--- src/rtl/eth_ctrl_pkg.sv ---
// eth_ctrl_pkg
// Shared definitions for the 10G port control block: the per-channel
// FSM state encoding, statistics counter select codes and link speed codes.
// No ports; imported by eth_ch_ctrl and eth_port_ctrl.
package eth_ctrl_pkg;

  typedef enum logic [1:0] {
    S_RST  = 2'd0,
    S_DOWN = 2'd1,
    S_UP   = 2'd2
  } ch_state_t;

  // Counter select codes; the same index is used for the event vector bit
  // order inside each channel.
  localparam logic [2:0] SEL_TX_OK  = 3'd0;
  localparam logic [2:0] SEL_TX_ERR = 3'd1;
  localparam logic [2:0] SEL_RX_OK  = 3'd2;
  localparam logic [2:0] SEL_RX_ERR = 3'd3;
  localparam logic [2:0] SEL_RX_CRC = 3'd4;
  localparam int         NUM_STATS  = 5;

  localparam logic [3:0] SPEED_NONE = 4'h0;
  localparam logic [3:0] SPEED_10G  = 4'h1;

endpackage

--- src/rtl/eth_ch_ctrl.sv ---
// eth_ch_ctrl
// One channel of the port controller: reset stretcher, link debounce FSM,
// configuration shadow registers and five saturating event counters.
// Ports:
//   sys_clk, sys_rst_n        clock, async active-low reset
//   soft_rst                  software reset request (level)
//   block_lock                PCS block lock
//   ev[4:0]                   event pulses, bit order = counter select code
//   cfg_we + cfg_*            shadow write strobe and new values
//   clr_en, clr_sel           clear one counter (read-with-clear)
//   ch_rst                    core reset, polarity set by RST_ACTIVE_HIGH
//   local_mac..promiscuous    shadow outputs
//   link_up, link_speed       debounced link state
//   stat_cnt                  all five counters, index = select code
module eth_ch_ctrl
  import eth_ctrl_pkg::*;
#(
  parameter int          RST_STRETCH        = 16,
  parameter int          LINK_UP_CYCLES     = 1024,
  parameter int          STAT_WIDTH         = 32,
  parameter int          RST_ACTIVE_HIGH    = 0,
  parameter logic [47:0] LOCAL_MAC          = 48'hAABBCCDDEEFF,
  parameter logic [47:0] DEFAULT_DEST_MAC   = 48'h001122334455,
  parameter logic [15:0] DEFAULT_ETHER_TYPE = 16'h0800
) (
  input  logic                                 sys_clk,
  input  logic                                 sys_rst_n,
  input  logic                                 soft_rst,
  input  logic                                 block_lock,
  input  logic [NUM_STATS-1:0]                 ev,
  input  logic                                 cfg_we,
  input  logic [47:0]                          cfg_local_mac,
  input  logic [47:0]                          cfg_dest_mac,
  input  logic [15:0]                          cfg_ether_type,
  input  logic                                 cfg_promiscuous,
  input  logic                                 clr_en,
  input  logic [2:0]                           clr_sel,
  output logic                                 ch_rst,
  output logic [47:0]                          local_mac,
  output logic [47:0]                          dest_mac,
  output logic [15:0]                          ether_type,
  output logic                                 promiscuous,
  output logic                                 link_up,
  output logic [3:0]                           link_speed,
  output logic [NUM_STATS-1:0][STAT_WIDTH-1:0] stat_cnt
);

  localparam int SW = $clog2(RST_STRETCH);
  localparam int DW = (LINK_UP_CYCLES > 1) ? $clog2(LINK_UP_CYCLES) : 1;
  localparam logic [SW-1:0] STRETCH_LAST = SW'(RST_STRETCH - 1);
  localparam logic [DW-1:0] DEB_LAST     = DW'(LINK_UP_CYCLES - 1);
  localparam logic          RST_ON       = (RST_ACTIVE_HIGH != 0);

  ch_state_t            state;
  logic [SW-1:0]        stretch_cnt;
  logic [DW-1:0]        deb_cnt;
  logic [NUM_STATS-1:0] ev_live;

  // The stretch counter counts edges with every reset source released, so
  // the release happens on the RST_STRETCH-th such edge. Loss of lock drops
  // the link immediately; only the rising direction is debounced.
  always_ff @(posedge sys_clk or negedge sys_rst_n) begin
    if (!sys_rst_n) begin
      state       <= S_RST;
      stretch_cnt <= '0;
      deb_cnt     <= '0;
      ch_rst      <= RST_ON;
      link_up     <= 1'b0;
      link_speed  <= SPEED_NONE;
    end else if (soft_rst) begin
      state       <= S_RST;
      stretch_cnt <= '0;
      deb_cnt     <= '0;
      ch_rst      <= RST_ON;
      link_up     <= 1'b0;
      link_speed  <= SPEED_NONE;
    end else begin
      unique case (state)
        S_RST: begin
          if (stretch_cnt == STRETCH_LAST) begin
            state       <= S_DOWN;
            stretch_cnt <= '0;
            ch_rst      <= ~RST_ON;
          end else begin
            stretch_cnt <= stretch_cnt + 1'b1;
          end
        end
        S_DOWN: begin
          if (!block_lock) begin
            deb_cnt <= '0;
          end else if (deb_cnt == DEB_LAST) begin
            state      <= S_UP;
            deb_cnt    <= '0;
            link_up    <= 1'b1;
            link_speed <= SPEED_10G;
          end else begin
            deb_cnt <= deb_cnt + 1'b1;
          end
        end
        S_UP: begin
          if (!block_lock) begin
            state      <= S_DOWN;
            link_up    <= 1'b0;
            link_speed <= SPEED_NONE;
          end
        end
        default: begin
          state       <= S_RST;
          stretch_cnt <= '0;
          deb_cnt     <= '0;
          ch_rst      <= RST_ON;
          link_up     <= 1'b0;
          link_speed  <= SPEED_NONE;
        end
      endcase
    end
  end

  // Shadows only reset with sys_rst_n so configuration survives soft reset.
  always_ff @(posedge sys_clk or negedge sys_rst_n) begin
    if (!sys_rst_n) begin
      local_mac   <= LOCAL_MAC;
      dest_mac    <= DEFAULT_DEST_MAC;
      ether_type  <= DEFAULT_ETHER_TYPE;
      promiscuous <= 1'b0;
    end else if (cfg_we) begin
      local_mac   <= cfg_local_mac;
      dest_mac    <= cfg_dest_mac;
      ether_type  <= cfg_ether_type;
      promiscuous <= cfg_promiscuous;
    end
  end

  assign ev_live = ev & {NUM_STATS{state != S_RST}};

  // A clear coinciding with an event leaves 1 so that event is not lost.
  always_ff @(posedge sys_clk or negedge sys_rst_n) begin
    if (!sys_rst_n) begin
      stat_cnt <= '0;
    end else begin
      for (int k = 0; k < NUM_STATS; k++) begin
        if (clr_en && (clr_sel == 3'(k))) begin
          stat_cnt[k] <= ev_live[k] ? STAT_WIDTH'(1) : '0;
        end else if (ev_live[k] && (stat_cnt[k] != '1)) begin
          stat_cnt[k] <= stat_cnt[k] + 1'b1;
        end
      end
    end
  end

endmodule

--- src/rtl/eth_port_ctrl.sv ---
// eth_port_ctrl
// Multi-channel control/status block for the 10G MAC/PCS subsystem.
// Instantiates one eth_ch_ctrl per channel, decodes configuration writes
// and provides a registered statistics read port.
// Ports:
//   sys_clk, sys_rst_n                clock, async active-low reset
//   ch_soft_rst, rx_block_lock        per-channel reset request / lock
//   tx_/rx_frame_*, rx_crc_error      per-channel event pulses
//   config_*                          shadow write port
//   ch_rst, ch_local_mac .. link_speed per-channel outputs (channel i at slice i)
//   stat_rd_*                         read request / registered response
module eth_port_ctrl
  import eth_ctrl_pkg::*;
#(
  parameter int          NUM_CH             = 2,
  parameter int          CH_W               = (NUM_CH > 1) ? $clog2(NUM_CH) : 1,
  parameter int          RST_STRETCH        = 16,
  parameter int          LINK_UP_CYCLES     = 1024,
  parameter int          STAT_WIDTH         = 32,
  parameter int          RST_ACTIVE_HIGH    = 0,
  parameter logic [47:0] LOCAL_MAC          = 48'hAABBCCDDEEFF,
  parameter logic [47:0] DEFAULT_DEST_MAC   = 48'h001122334455,
  parameter logic [15:0] DEFAULT_ETHER_TYPE = 16'h0800
) (
  input  logic                   sys_clk,
  input  logic                   sys_rst_n,
  input  logic [NUM_CH-1:0]      ch_soft_rst,
  input  logic [NUM_CH-1:0]      rx_block_lock,
  input  logic [NUM_CH-1:0]      tx_frame_valid,
  input  logic [NUM_CH-1:0]      tx_frame_error,
  input  logic [NUM_CH-1:0]      rx_frame_valid,
  input  logic [NUM_CH-1:0]      rx_frame_error,
  input  logic [NUM_CH-1:0]      rx_crc_error,
  input  logic                   config_valid,
  input  logic [CH_W-1:0]        config_ch,
  input  logic [47:0]            config_local_mac,
  input  logic [47:0]            config_dest_mac,
  input  logic [15:0]            config_ether_type,
  input  logic                   config_promiscuous,
  output logic [NUM_CH-1:0]      ch_rst,
  output logic [48*NUM_CH-1:0]   ch_local_mac,
  output logic [48*NUM_CH-1:0]   ch_dest_mac,
  output logic [16*NUM_CH-1:0]   ch_ether_type,
  output logic [NUM_CH-1:0]      ch_promiscuous,
  output logic [NUM_CH-1:0]      link_up,
  output logic [4*NUM_CH-1:0]    link_speed,
  input  logic                   stat_rd_en,
  input  logic [CH_W-1:0]        stat_rd_ch,
  input  logic [2:0]             stat_rd_sel,
  input  logic                   stat_rd_clr,
  output logic [STAT_WIDTH-1:0]  stat_rd_data,
  output logic                   stat_rd_valid
);

  logic [NUM_STATS-1:0][STAT_WIDTH-1:0] ch_cnt [NUM_CH];
  logic [STAT_WIDTH-1:0]                rd_word;

  for (genvar i = 0; i < NUM_CH; i++) begin : g_ch
    // Out-of-range config_ch / stat_rd_ch values match no channel, so they
    // write and clear nothing.
    logic cfg_we;
    logic clr_en;
    assign cfg_we = config_valid && (config_ch == CH_W'(i));
    assign clr_en = stat_rd_en && stat_rd_clr && (stat_rd_ch == CH_W'(i));

    eth_ch_ctrl #(
      .RST_STRETCH       (RST_STRETCH),
      .LINK_UP_CYCLES    (LINK_UP_CYCLES),
      .STAT_WIDTH        (STAT_WIDTH),
      .RST_ACTIVE_HIGH   (RST_ACTIVE_HIGH),
      .LOCAL_MAC         (LOCAL_MAC),
      .DEFAULT_DEST_MAC  (DEFAULT_DEST_MAC),
      .DEFAULT_ETHER_TYPE(DEFAULT_ETHER_TYPE)
    ) u_ch (
      .sys_clk        (sys_clk),
      .sys_rst_n      (sys_rst_n),
      .soft_rst       (ch_soft_rst[i]),
      .block_lock     (rx_block_lock[i]),
      .ev             ({rx_crc_error[i], rx_frame_error[i], rx_frame_valid[i],
                        tx_frame_error[i], tx_frame_valid[i]}),
      .cfg_we         (cfg_we),
      .cfg_local_mac  (config_local_mac),
      .cfg_dest_mac   (config_dest_mac),
      .cfg_ether_type (config_ether_type),
      .cfg_promiscuous(config_promiscuous),
      .clr_en         (clr_en),
      .clr_sel        (stat_rd_sel),
      .ch_rst         (ch_rst[i]),
      .local_mac      (ch_local_mac[48*i +: 48]),
      .dest_mac       (ch_dest_mac[48*i +: 48]),
      .ether_type     (ch_ether_type[16*i +: 16]),
      .promiscuous    (ch_promiscuous[i]),
      .link_up        (link_up[i]),
      .link_speed     (link_speed[4*i +: 4]),
      .stat_cnt       (ch_cnt[i])
    );
  end

  // Reading via explicit matches keeps out-of-range ch/sel at zero without
  // indexing past the array bounds.
  always_comb begin
    rd_word = '0;
    for (int i = 0; i < NUM_CH; i++) begin
      for (int k = 0; k < NUM_STATS; k++) begin
        if ((stat_rd_ch == CH_W'(i)) && (stat_rd_sel == 3'(k))) begin
          rd_word = ch_cnt[i][k];
        end
      end
    end
  end

  // The counter value sampled here is the pre-increment value of this edge.
  always_ff @(posedge sys_clk or negedge sys_rst_n) begin
    if (!sys_rst_n) begin
      stat_rd_valid <= 1'b0;
      stat_rd_data  <= '0;
    end else begin
      stat_rd_valid <= stat_rd_en;
      stat_rd_data  <= stat_rd_en ? rd_word : '0;
    end
  end

endmodule

--- config.mk ---
export PLATFORM = sky130hd
export DESIGN_NAME = eth_port_ctrl
export DESIGN_NICKNAME = d
export VERILOG_FILES = /design/src/rtl/eth_ctrl_pkg.sv /design/src/rtl/eth_ch_ctrl.sv /design/src/rtl/eth_port_ctrl.sv
export SDC_FILE = /design/constraint.sdc
export NUM_CORES = 1
export LEC_CHECK = 0
export ABC_AREA = 1
export ABC_CLOCK_PERIOD_IN_PS = 2700
export CAP_MARGIN = 10
export CELL_PAD_IN_SITES_DETAIL_PLACEMENT = 0
export CELL_PAD_IN_SITES_GLOBAL_PLACEMENT = 1
export CORE_ASPECT_RATIO = 0.8
export CORE_MARGIN = 2
export CORE_UTILIZATION = 42
export DETAILED_ROUTE_END_ITERATION = 6
export PLACE_DENSITY = 0.78
export SYNTH_ARGS = -nofsm -noshare
export SYNTH_HDL_FRONTEND = slang
export SYNTH_HIERARCHICAL = 1
export SYNTH_SLANG_ARGS = --single-unit
--- constraint.sdc ---
create_clock -name sys_clk -period 2.7 [get_ports sys_clk]
set_clock_uncertainty 0.2 [all_clocks]
set_input_delay 0.54 -clock sys_clk [delete_from_list [all_inputs] [get_ports sys_clk]]
set_output_delay 0.54 -clock sys_clk [all_outputs]
set_load 0.02 [all_outputs]
# Word level (Yosys, flattened, before mapping)
# Index checks and enable logic that the tools add are counted.
[word_totals]
regBits = 623
out_inout_bits = 271
mem_bits_rw = 0
memories = 0
romBits = 0
latchBits = 0
input_bits = 137
[op_classes]
div = 0
add_sub_neg = 14
reduce_logical = 60
mux = 93
n_lt_le_gt_ge = 0
bitwise = 4
n_eq_ne = 36
shifts = 0
multipliers = 0
[op_table]
columns = ["operator", "n"]
rows = [
  ["$mux 32", 31],
  ["$add 32x1->32 const B", 10],
  ["$ne 32x32->1 const B", 10],
  ["$mux 10", 6],
  ["$mux 4", 12],
  ["$pmux 10 s2", 2],
  ["$logic_and 1x1->1", 35],
  ["$pmux 4 s3", 2],
  ["$reduce_bool 2->1", 12],
  ["$mux 1", 22],
  ["$add 10x1->10 const B", 2],
  ["$eq 10x10->1 const B", 2],
  ["$mux 2", 10],
  ["$pmux 4 s2", 2],
  ["$reduce_and 4->1", 4],
  ["$ne 3x2->1 const B", 4],
  ["$ne 3x3->1 const B", 4],
  ["$pmux 2 s3", 2],
  ["$and 5x5->5", 2],
  ["$add 4x1->4 const B", 2],
  ["$eq 4x4->1 const B", 2],
  ["$ne 2x1->1 const B", 4],
  ["$reduce_or 2->1", 4],
  ["$eq 3x2->1 const B", 2],
  ["other kinds (11)", 19],
]

# Depth between registers and ports, before layout
[depth]
depth_word = 13
mapped_depth = 14
depth_no_buf = 11

# Cells and area by module
# The synthesis kept the hierarchy.
[modules_own_cells]
columns = ["module", "area_per_inst_um2", "instances", "cells_per_inst"]
rows = [
  ["eth_ch_ctrl at g_ch[0].u_ch", 16433.3, 1, 2126],
  ["eth_ch_ctrl at g_ch[1].u_ch", 16379.5, 1, 2137],
  ["eth_port_ctrl", 4344.2, 1, 757],
]

# Worst setup path after synthesis
# No wires, ideal clock.
[synth_timing]
kind = "input to register"
startpoint = "input stat_rd_ch"
endpoint = "register g_ch[1].u_ch/stat_cnt[92] (netlist bit)"
t_required_ns = 2.381
slack_ns = 0.029
path_stages = 13
t_arrival_ns = 2.353
n_path_buf = 4
cell_sequence = "buf_2 -> inv_2 -> buf_4 -> buf_2 -> nor3_1 -> nand2_1 -> nor3_2 -> inv_2 -> nand2_4 -> inv_4 -> buf_6 -> nand2_1 -> nand2_1"
[synth_between]
elab_chain_cells = 3
[synth_rtl]
columns = ["element", "line", "source"]
rows = [
  ["start: declaration", "eth_port_ctrl.sv:48", "input logic [CH_W-1:0] stat_rd_ch,"],
  ["$logic_and 1x1->1 (*)", "eth_port_ctrl.sv:64", "assign clr_en = stat_rd_en && stat_rd_clr && (stat_rd_ch == CH_W'(i));"],
  ["via g_ch[1].clr_en", "eth_port_ctrl.sv:62", "logic clr_en;"],
  ["$logic_and 1x1->1 (*)", "eth_ch_ctrl.sv:142", "if (clr_en && (clr_sel == 3'(k))) begin"],
  ["$mux 32 / $reduce_bool 2->1 (equally long branches)", "-", ""],
  ["end signal: indexed assignment", "eth_ch_ctrl.sv:143", "stat_cnt[k] <= ev_live[k] ? STAT_WIDTH'(1) : '0;"],
  ["end signal: indexed assignment", "eth_ch_ctrl.sv:145", "stat_cnt[k] <= stat_cnt[k] + 1'b1;"],
  ["end: declaration", "eth_ch_ctrl.sv:45", "output logic [NUM_STATS-1:0][STAT_WIDTH-1:0] stat_cnt"],
]
# The timed path passes the listed nets; every way through them passes the cells marked *.
# A chain may end at the register's enable or synchronous reset.

# Final worst setup path
[layout_timing]
startpoint = "register g_ch[1].u_ch.dest_mac[6]"
endpoint = "output ch_dest_mac[54]"
[layout_lines]
columns = ["element", "line", "source"]
rows = [
  ["start: declaration", "eth_ch_ctrl.sv:40", "output logic [47:0] dest_mac,"],
  ["start signal: assignment", "eth_ch_ctrl.sv:128", "dest_mac <= cfg_dest_mac;"],
  ["end: declaration", "eth_port_ctrl.sv:42", "output logic [48*NUM_CH-1:0] ch_dest_mac,"],
]
# No word-level cell between the ends.

==> impl_metrics.ini <==
[place]
post_detailed_placement_cell_area_mm2 = 0.04430
routability_congestion_estimate_from_global_placement = 0.9894
hpwl_mm = 105.6
post-place-cells = 6722
portBuffers = 401

[setup_path]
rr_endpoint = g_ch[1].u_ch/stat_cnt[147]$_DFFE_PN0P_
timing.critical_path.slowest_stage_cell = clkdlybuf4s50_1
setup.worst_path.start_class = register
rrSetupSlack_ns = 0.23
end_kind = primary output
critical-path-max-stage-delay_ns = 0.71
critical-path-top-delay-family = buffers and inverters
r2r-start = g_ch[1].u_ch/stat_cnt[128]$_DFFE_PN0P_
timing.reg2reg.worst_path_depth = 11
timing.critical_path.cells = clkdlybuf4s50_1
critical_path_arrival_ns = 1.87
worstPathRequired_ns = 1.96
critical_path.max_fanout = 2
critPathKind = reg2out
combined_buffer_and_inverter_count_along_the_critical_path = 1

[finish]
multi_input_area_mm2 = 0.01932
final_cell_mix = nand2_1 (1865), nor2_1 (688), dfrtp_1 (517)
instances_no_fill = 6862
final-seq-area_mm2 = 0.01551
filler_cells = 8466
finish.instance_area_mm2 = 0.04697
post_route_cells_drive_above_1_share = 0.1636
flow.area_growth_from_synthesis_pct = 26.41
nets_finish = 5769
commonest_non_fill_non_tap_cell_in_the_layout = nand2_1

[clock_network]
cts_tree = done
root_buffer = clkbuf_16
source_to_sink_clock_delay_at_the_later_pin_of_the_worst_skew_pair_ns = 0.65
clock_pin_slew_on_the_worst_setup_and_hold_paths_ns = 0.06
num_clock_sinks = 615
cts_buffer_depth = 3
cts-buffers-inserted = 73
ctsHtreeMaxLevel = 3

[sta]
final_critical_path_share_of_the_clock_period = 0.9674
final.setup.tns_ns = 0
maxSlewViolCount = 0
rsz0062_at_grt = false
whs_ns = 0.1894
max_freq_mhz = 382.8
timing_worst_slew_pin_value_ns = 0.6699
final_period_minus_worst_setup_slack_ns = 2.612
maxSlewHeadroom = 0.5534
timing.final.hold_violations = 0
setup_viol = 0

[detailed_routing]
wire_length_per_cell_after_detailed_routing_um = 19.75
drt_iter0_drc = 3443
dr.pass1.iters = 6
dr_total_vias = 35740
ant_nets = 0
finalWirelength_mm = 135.6
drc = 0
drt-vias-per-instance = 5.209

[pwr]
power.density_cell_area_mw_per_mm2 = 649.7
total_power_mw = 30.51
peak_supply_drop_mv = 0.4841
leakage_nw = 21.78

[synth]
synth.avg_cell_area_um2 = 7.402
synth_edf_count = 0
seq_area_frac_synth = 0.4175
synth_cell_type_count = 48
synth.ff_latch_count = 615
netlist_area_mm2 = 0.03716
synth_warnings = 6
postSynth.asyncResetShare = 1.000
postSynthCellCount = 5020
postSynth.topFlopCell = dfrtp_1

[floorplan]
initial_utilization = 0.4240
die_h_um = 270.0
die_area_mm2 = 0.09088
die_x_um = 336.5
core_mm2 = 0.08763
row_count = 97
pin_count = 408

[global_routing]
grt_pass1_wl_mm = 206.5
global_route.overflow_total = 0
gr-usage-all-layers = 0.2958
antenna_violations_before_repair = 5
number_of_global_route_vias_before_repair = 33320
maximum_number_of_pins_on_one_net_before_global_route_repair = 94

[flow_run]
maxCapViolCount = 0

[status]
run_status = complete, no violations

[hold_path]
holdCritPathClass = in2async
[state kept, by name, indices dropped and copies added, names as in the netlist]
| name | cells |
|---|---|
| g_ch.u_ch/dest_mac | 96 |
| g_ch.u_ch/ch_rst | 2 |
| g_ch.u_ch/state | 4 |
| g_ch.u_ch/ether_type | 32 |
| g_ch.u_ch/deb_cnt | 20 |
| stat_rd_data | 32 |
| g_ch.u_ch/promiscuous | 2 |
| g_ch.u_ch/stat_cnt | 320 |
| g_ch.u_ch/link_speed | 2 |
| g_ch.u_ch/local_mac | 96 |
| g_ch.u_ch/stretch_cnt | 8 |
| stat_rd_valid | 1 |
[Yosys cell counts, types with 49 or more instances]
cell type,n,area [um2]
nand2_1,1865,7000
nor2_1,689,2586
dfrtp_1,517,12940
inv_1,355,1333
nand3_1,296,1481
nand4_1,294,1839
mux2_2,226,2545
dfstp_2,98,2575
xor2_1,80,700.7
or2_2,58,362.9
o21ai_0,53,265.3
buf_2,49,245.2
[per-stage QoR]
| step | setup slack, ns | util |
|---|---|---|
| after floorplan | 0.02875 | - |
| after global placement | -0.3034 | 0.5055 |
| after detailed placement | -0.3350 | 0.5055 |
| after CTS | 0.03825 | 0.5358 |
| after global routing | 0.02309 | 0.5360 |
| final | 0.08794 | 0.5360 |
[timing repair]
action	in CTS	in global routing
endpoints found under the hold margin	106	0
hold buffers	1	0
buffers inserted	0	0
gates resized for setup	0	2
setup endpoints to repair	0	12
[kinds of logic after synthesis]
group	synth area share
AOI/OAI and AO/OA	0.01273
xor gates and xnor gates	0.02616
adders and majority gates	0.007408
buffers and inverters	0.06425
DFF	0.4175
muxes	0.06849
other	0.0002021
and+or+nand+nor	0.4033
[metal layers]
| metal | vias up | global-route usage | wire [um] |
|---|---|---|---|
| met4 | 2 | 0.09199 | 4025 |
| met5 | - | 0 | 13 |
| met2 | 1390 | 0.4134 | 54560 |
| li1 | 17260 | - | - |
| met3 | 185 | 0.07043 | 13020 |
| met1 | 16910 | 0.4463 | 63940 |
[power by group]
part           internal (mW)  leakage, nW  switching, mW  total (mW)
Sequential              10.6         7.83           1.27        11.8
Clock                   6.40         1.30           4.33        10.7
Combinational           3.22         12.7           4.72        7.94
[cell type report]
| class | count | area share |
|---|---|---|
| antenna | 3 | 0.0001598 |
| clock buffer | 100 | 0.04555 |
| clock inverter | 36 | 0.01068 |
| inverter | 379 | 0.03087 |
| multi-input combinational | 3871 | 0.4113 |
| sequential | 615 | 0.3303 |
| tap | 1188 | 0.03165 |
| timing repair buffer | 670 | 0.1395 |
[how the worst max path moves through the flow]
| stage | from | slack (ns) | cells past startpoint | endpoint |
|---|---|---|---|---|
| after floorplan | stat_rd_ch | 0.03 | 13 | g_ch[1].u_ch/stat_cnt[92]$_DFFE_PN0P_ |
| after global placement | stat_rd_en | -0.30 | 13 | g_ch[0].u_ch/stat_cnt[105]$_DFFE_PN0P_ |
| after detailed placement | stat_rd_en | -0.33 | 13 | g_ch[0].u_ch/stat_cnt[96]$_DFFE_PN0P_ |
| after CTS | g_ch[1].u_ch/dest_mac[6]$_DFFE_PN1P_ | 0.04 | 1 | ch_dest_mac[54] |
| after global routing | g_ch[1].u_ch/stat_cnt[128]$_DFFE_PN0P_ | 0.02 | 11 | g_ch[1].u_ch/stat_cnt[157]$_DFFE_PN0P_ |
| final | g_ch[1].u_ch/dest_mac[6]$_DFFE_PN1P_ | 0.09 | 1 | ch_dest_mac[54] |
Power figures use the tool's default switching activity.
